**config.mk**
```make
export PLATFORM = sky130hd
export DESIGN_NAME = fetch_ctrl
export DESIGN_NICKNAME = d
export VERILOG_FILES = /design/src/rtl/riscv_pkg.sv /design/src/rtl/fetch_ctrl.sv
export SDC_FILE = /design/constraint.sdc
export NUM_CORES = 1
export LEC_CHECK = 0
export ABC_AREA = 1
export CORE_AREA = 10 10 142 144
export DETAILED_ROUTE_END_ITERATION = 8
export DIE_AREA = 0 0 152 154
export GPL_TIMING_DRIVEN = 0
export PLACE_DENSITY = 0.58
export SETUP_SLACK_MARGIN = 0.2
export SLEW_MARGIN = 20
export SYNTH_ARGS = -nofsm -noshare
export SYNTH_HDL_FRONTEND = slang
export SYNTH_SLANG_ARGS = --single-unit
```
**constraint.sdc**
```tcl
create_clock -name clk -period 3.1 [get_ports clk]
set_input_delay 0.62 -clock clk [delete_from_list [all_inputs] [get_ports clk]]
set_output_delay 0.62 -clock clk [all_outputs]
set_load 0.05 [all_outputs]
```
**src/rtl/riscv_pkg.sv**
```systemverilog
// Shared RV32I definitions: opcodes, fetch FSM encoding and the canonical NOP.
// Imported by the fetch, decode and execute stages.
package riscv_pkg;

  localparam logic [6:0] OP_LUI    = 7'b0110111;
  localparam logic [6:0] OP_AUIPC  = 7'b0010111;
  localparam logic [6:0] OP_JAL    = 7'b1101111;
  localparam logic [6:0] OP_JALR   = 7'b1100111;
  localparam logic [6:0] OP_BRANCH = 7'b1100011;
  localparam logic [6:0] OP_LOAD   = 7'b0000011;
  localparam logic [6:0] OP_STORE  = 7'b0100011;
  localparam logic [6:0] OP_IMM    = 7'b0010011;
  localparam logic [6:0] OP_REG    = 7'b0110011;
  localparam logic [6:0] OP_FENCE  = 7'b0001111;
  localparam logic [6:0] OP_SYSTEM = 7'b1110011;

  localparam logic [31:0] NOP_INST = 32'h0000_0013;

  typedef enum logic [2:0] {
    FS_IDLE = 3'd0,
    FS_REQ  = 3'd1,
    FS_WAIT = 3'd2,
    FS_KILL = 3'd3,
    FS_HOLD = 3'd4
  } fetch_state_t;

endpackage

```
**src/rtl/fetch_ctrl.sv**
```systemverilog
// Instruction-fetch sequencer: imem request/response, held inst, PC steering.
// Optional FETCH_PERF_EN adds fetch_stall_cnt / fetch_cnt counters.
module fetch_ctrl #(
  parameter logic [31:0] RESET_PC = 32'h0000_0000,
  parameter logic [31:0] NOP_INST = riscv_pkg::NOP_INST
) (
  input  logic        clk,
  input  logic        rst_n,
  output logic        imem_req,
  output logic [31:0] imem_addr,
  input  logic        imem_ready,
  input  logic        imem_rvalid,
  input  logic [31:0] imem_rdata,
  output logic [31:0] inst,
  output logic [31:0] inst_pc,
  output logic        inst_valid,
  input  logic        inst_ready,
  input  logic        redirect,
  input  logic [31:0] redirect_pc,
  output logic        fetch_misalign
`ifdef FETCH_PERF_EN
  ,
  output logic [31:0] fetch_stall_cnt,
  output logic [31:0] fetch_cnt
`endif
);
  import riscv_pkg::*;

  fetch_state_t state, state_nxt;
  logic [31:0]  pc, pc_nxt;
  logic [31:0]  inst_q;
  logic [31:0]  rpc;
  logic         hs;
  logic         load;

  assign rpc = redirect_pc & ~32'h3;
  assign hs  = (state == FS_REQ) & imem_ready;

  always_ff @(posedge clk or negedge rst_n) begin
    if (!rst_n) state <= FS_IDLE;
    else        state <= state_nxt;
  end

  always_comb begin
    state_nxt = state;
    pc_nxt    = pc;
    load      = 1'b0;
    unique case (state)
      FS_IDLE: state_nxt = FS_REQ;
      FS_REQ: begin
        if (redirect) pc_nxt = rpc;
        if (hs) state_nxt = redirect ? FS_KILL : FS_WAIT;
      end
      FS_WAIT: begin
        if (redirect) pc_nxt = rpc;
        if (imem_rvalid) begin
          state_nxt = redirect ? FS_REQ : FS_HOLD;
          load      = !redirect;
        end else if (redirect) begin
          state_nxt = FS_KILL;
        end
      end
      // Stale response still in flight; only its arrival frees the bus.
      FS_KILL: begin
        if (redirect) pc_nxt = rpc;
        if (imem_rvalid) state_nxt = FS_REQ;
      end
      FS_HOLD: begin
        if (redirect) begin
          pc_nxt    = rpc;
          state_nxt = FS_REQ;
        end else if (inst_ready) begin
          pc_nxt    = pc + 32'd4;
          state_nxt = FS_REQ;
        end
      end
      default: state_nxt = FS_IDLE;
    endcase
  end

  always_ff @(posedge clk or negedge rst_n) begin
    if (!rst_n) begin
      pc             <= RESET_PC;
      inst_q         <= NOP_INST;
      inst_pc        <= RESET_PC;
      fetch_misalign <= 1'b0;
    end else begin
      pc             <= pc_nxt;
      fetch_misalign <= redirect & |redirect_pc[1:0];
      if (load) begin
        inst_q  <= imem_rdata;
        inst_pc <= pc;
      end
    end
  end

  assign imem_req   = (state == FS_REQ);
  assign imem_addr  = pc;
  assign inst_valid = (state == FS_HOLD);
  assign inst       = inst_valid ? inst_q : NOP_INST;

`ifdef FETCH_PERF_EN
  logic stall;

  assign stall = ((state == FS_REQ) & !imem_ready) |
                 (((state == FS_WAIT) | (state == FS_KILL)) & !imem_rvalid);

  always_ff @(posedge clk or negedge rst_n) begin
    if (!rst_n) begin
      fetch_stall_cnt <= 32'd0;
      fetch_cnt       <= 32'd0;
    end else begin
      if (stall) fetch_stall_cnt <= fetch_stall_cnt + 32'd1;
      if ((state == FS_HOLD) & inst_ready & !redirect)
        fetch_cnt <= fetch_cnt + 32'd1;
    end
  end
`else
  // Counters compiled out; fetch behaviour is unchanged.
`endif

endmodule

```
==> out/results.ini <==
[sta]
final-setup-viol-count=0
skew_ps=7.19
fmax_ghz=0.373
maxSlewViolCount=0
min_period_ps=2680
final.setup.worst_slack_ps=422
rsz0062_at_grt=false
timing.final.crit_share_pct=86.4
slew_headroom_pct=60.0
tightest_slew_ps=597
hold_viol=0

[power_and_ir_drop]
p_leak_nw=3.53
power_density_nw_per_um2=980
ir_drop_mv=0.443

[placed_design]
gp_congestion=0.910
hpwlAfterDp_mm=14.1
portBuffers=164
pre_cts_slack_ps=528
place_inst=1094

[job]
drv_cap=0

[finish]
layout-drive-gt1-share_pct=7.68
fin_cells=1110
fin_nets=951
synthToLayoutAreaGrowth_pct=43.6
diodes=0

[critical_path]
path_max_fanout=8
critical_path_arrival_ps=2060
crit_type=reg2out
cp.required_ps=2480
worstRegToRegCells=8
cp-end-kind=output pin
start_kind=register
reg2reg_from=imem_addr[2]$_DFFE_PN0P_
reg2reg_slack_ps=1230
crit-reg2reg-capture=imem_addr[14]$_DFFE_PN0P_

[route]
vias=4999
drtPass1Iterations=5
viasPerCell=4.50
routed_wirelength_mm=18.1
drc_errors=0
routedWlPerCell_um=16.3
postRouteAntennaNets=0
drt_iter0_markers=305

[global_routing]
grt_pass1_wl_mm=28.4
grt-ovfl-total=0
grt_pass1_vias=4892
grt_antenna_before_repair=0
grt_use_total_pct=15.3
grt_max_degree=59

[cts]
cts_tree=built
cts_root_buf=clkbuf_16
clkTransAtPathRegs_ps=60
htreeDepth=3
cts_hold_buf=0
clockBufferDepth=2
numClockSinks=96
postCtsSetupRepairBufs=0
cts_inserted_buffers=9
cts.repair.resized=29
clk-insertion-delay-late_ps=360

[floorplan]
die_area_um2=23400
die_w_um=152
core-area_um2=17200
die_y_um=154
pin_count=169
fp-row-count=48
start_util_pct=29.6

[yosys]
synth_top_area_share_pct=45.7
ys_ff_latch=96
synth_cells=701
synth_warnings=0
synth_top_area_cell=dfrtp_1
syn_area_um2=5090
synth_area_leaders=dfrtp_1 46%, nand2_1 14%, nor2_1 8.2%
ys_types=30
ys_seq_area_share_pct=47.3
synth_area_per_cell_um2=7.26

[outcome]
status=completed

[hold_path]
hold_path.class=in2async

sequential cells by signal (all words and copies together) (netlist names):
signal,flops
fetch_misalign,1
inst_pc,30
inst_q,32
imem_addr,30
state,3
routing by layer:
metal	GRT usage (%)	part of all wire, %	vias up
met5	0	0	-
met4	5.09	1.5	0
met2	23.5	45	157
met1	20.2	48	2290
li1	-	-	2536
met3	4.04	5.8	16
worst max path at each step:
stage	start	cells past startpoint	slack [ps]	to
4_1_cts	state[1]$_DFFE_PN0P_	5	230	inst_valid
3_3_place_gp	rst_n	1	-2530	imem_addr[28]$_DFFE_PN0P_
3_5_place_dp	state[1]$_DFFE_PN0P_	5	530	inst[29]
5_1_grt	state[1]$_DFFE_PN0P_	5	320	inst[17]
6_report	state[1]$_DFFE_PN0P_	4	420	inst[1]
2_1_floorplan	state[1]$_DFFE_PN0P_	4	990	inst[22]
final cells by class:
cell class	count	area, um2
sequential	96	2410
timing repair buffer	165	1640
fill	1807	9870
inverter	89	334
tap	225	282
buffer	32	181
clock inverter	5	56.3
multi-input combinational	487	2180
clock buffer	11	233
stage by stage:
step	TNS (ps)	hold WS, ps	utilization (%)	power, mW	area, um2
3_3_place_gp	-238570	469	40.9	6.06	7020
4_1_cts	0	178	42.5	7.25	7300
5_1_grt	0	192	42.5	7.65	7310
6_report	0	166	42.5	7.16	7310
3_5_place_dp	0	477	41.0	6.10	7050
2_1_floorplan	0	324	-	4.68	5100
kinds of logic after synthesis:
| logic type | Yosys count | share of synthesized area [%] |
|---|---|---|
| other | 1 | 0.0737 |
| adder cells (fa/ha/maj) | 1 | 0.246 |
| AO/OA/AOI/OAI | 117 | 11.6 |
| buffers and inverters | 121 | 10.1 |
| flip-flops | 96 | 47.3 |
| multiplexers | 5 | 1.11 |
| XOR/XNOR | 4 | 0.689 |
| AND/OR/NAND/NOR | 356 | 28.8 |
report_power, final:
part	total, mW	leakage [nW]	internal, mW	switching (mW)
sequential	2.29	1.14	1.82	0.468
combinational	3.73	2.25	1.19	2.55
clock	1.13	0.140	0.627	0.506
total	7.16	3.53	3.64	3.52
Yosys cell counts (all sizes together):
| cell type | number |
|---|---|
| o211ai | 1 |
| xor2 | 3 |
| nor3 | 1 |
| clkbuf | 4 |
| conb | 1 |
| dfstp | 3 |
| inv | 89 |
| dfrtp | 93 |
| xnor2 | 1 |
| o21ai | 59 |
| nand4 | 4 |
| or2 | 8 |
| mux2 | 5 |
| buf | 28 |
| nor2 | 114 |
| nand3 | 38 |
| a21oi | 57 |
| ha | 1 |
| nand2 | 191 |
cell usage in the layout (no fill, tap or decap), drive strengths merged:
cell and instances:
nor3 1, clkinvlp 1, inv 90, conb 4, clkbuf 15, nand3 38, nand4 4, or2 8
ha 1, dlygate4sd2 29, clkdlybuf4s50 133, mux2 5, xnor2 1, xor2 3, dfrtp 93, dlymetal6s2s 1
a21oi 57, nand2 191, o21ai 59, buf 30, o211ai 1, dfstp 3, clkinv 2, bufinv 1
nor2 114
worst max-delay path, stage by stage (launching register included):
cell and delay (ps):
dfrtp_1 420, inv_2 140, nand3_4 140, or2_2 300, clkdlybuf4s50_1 710
Power figures use the tool's default switching activity.
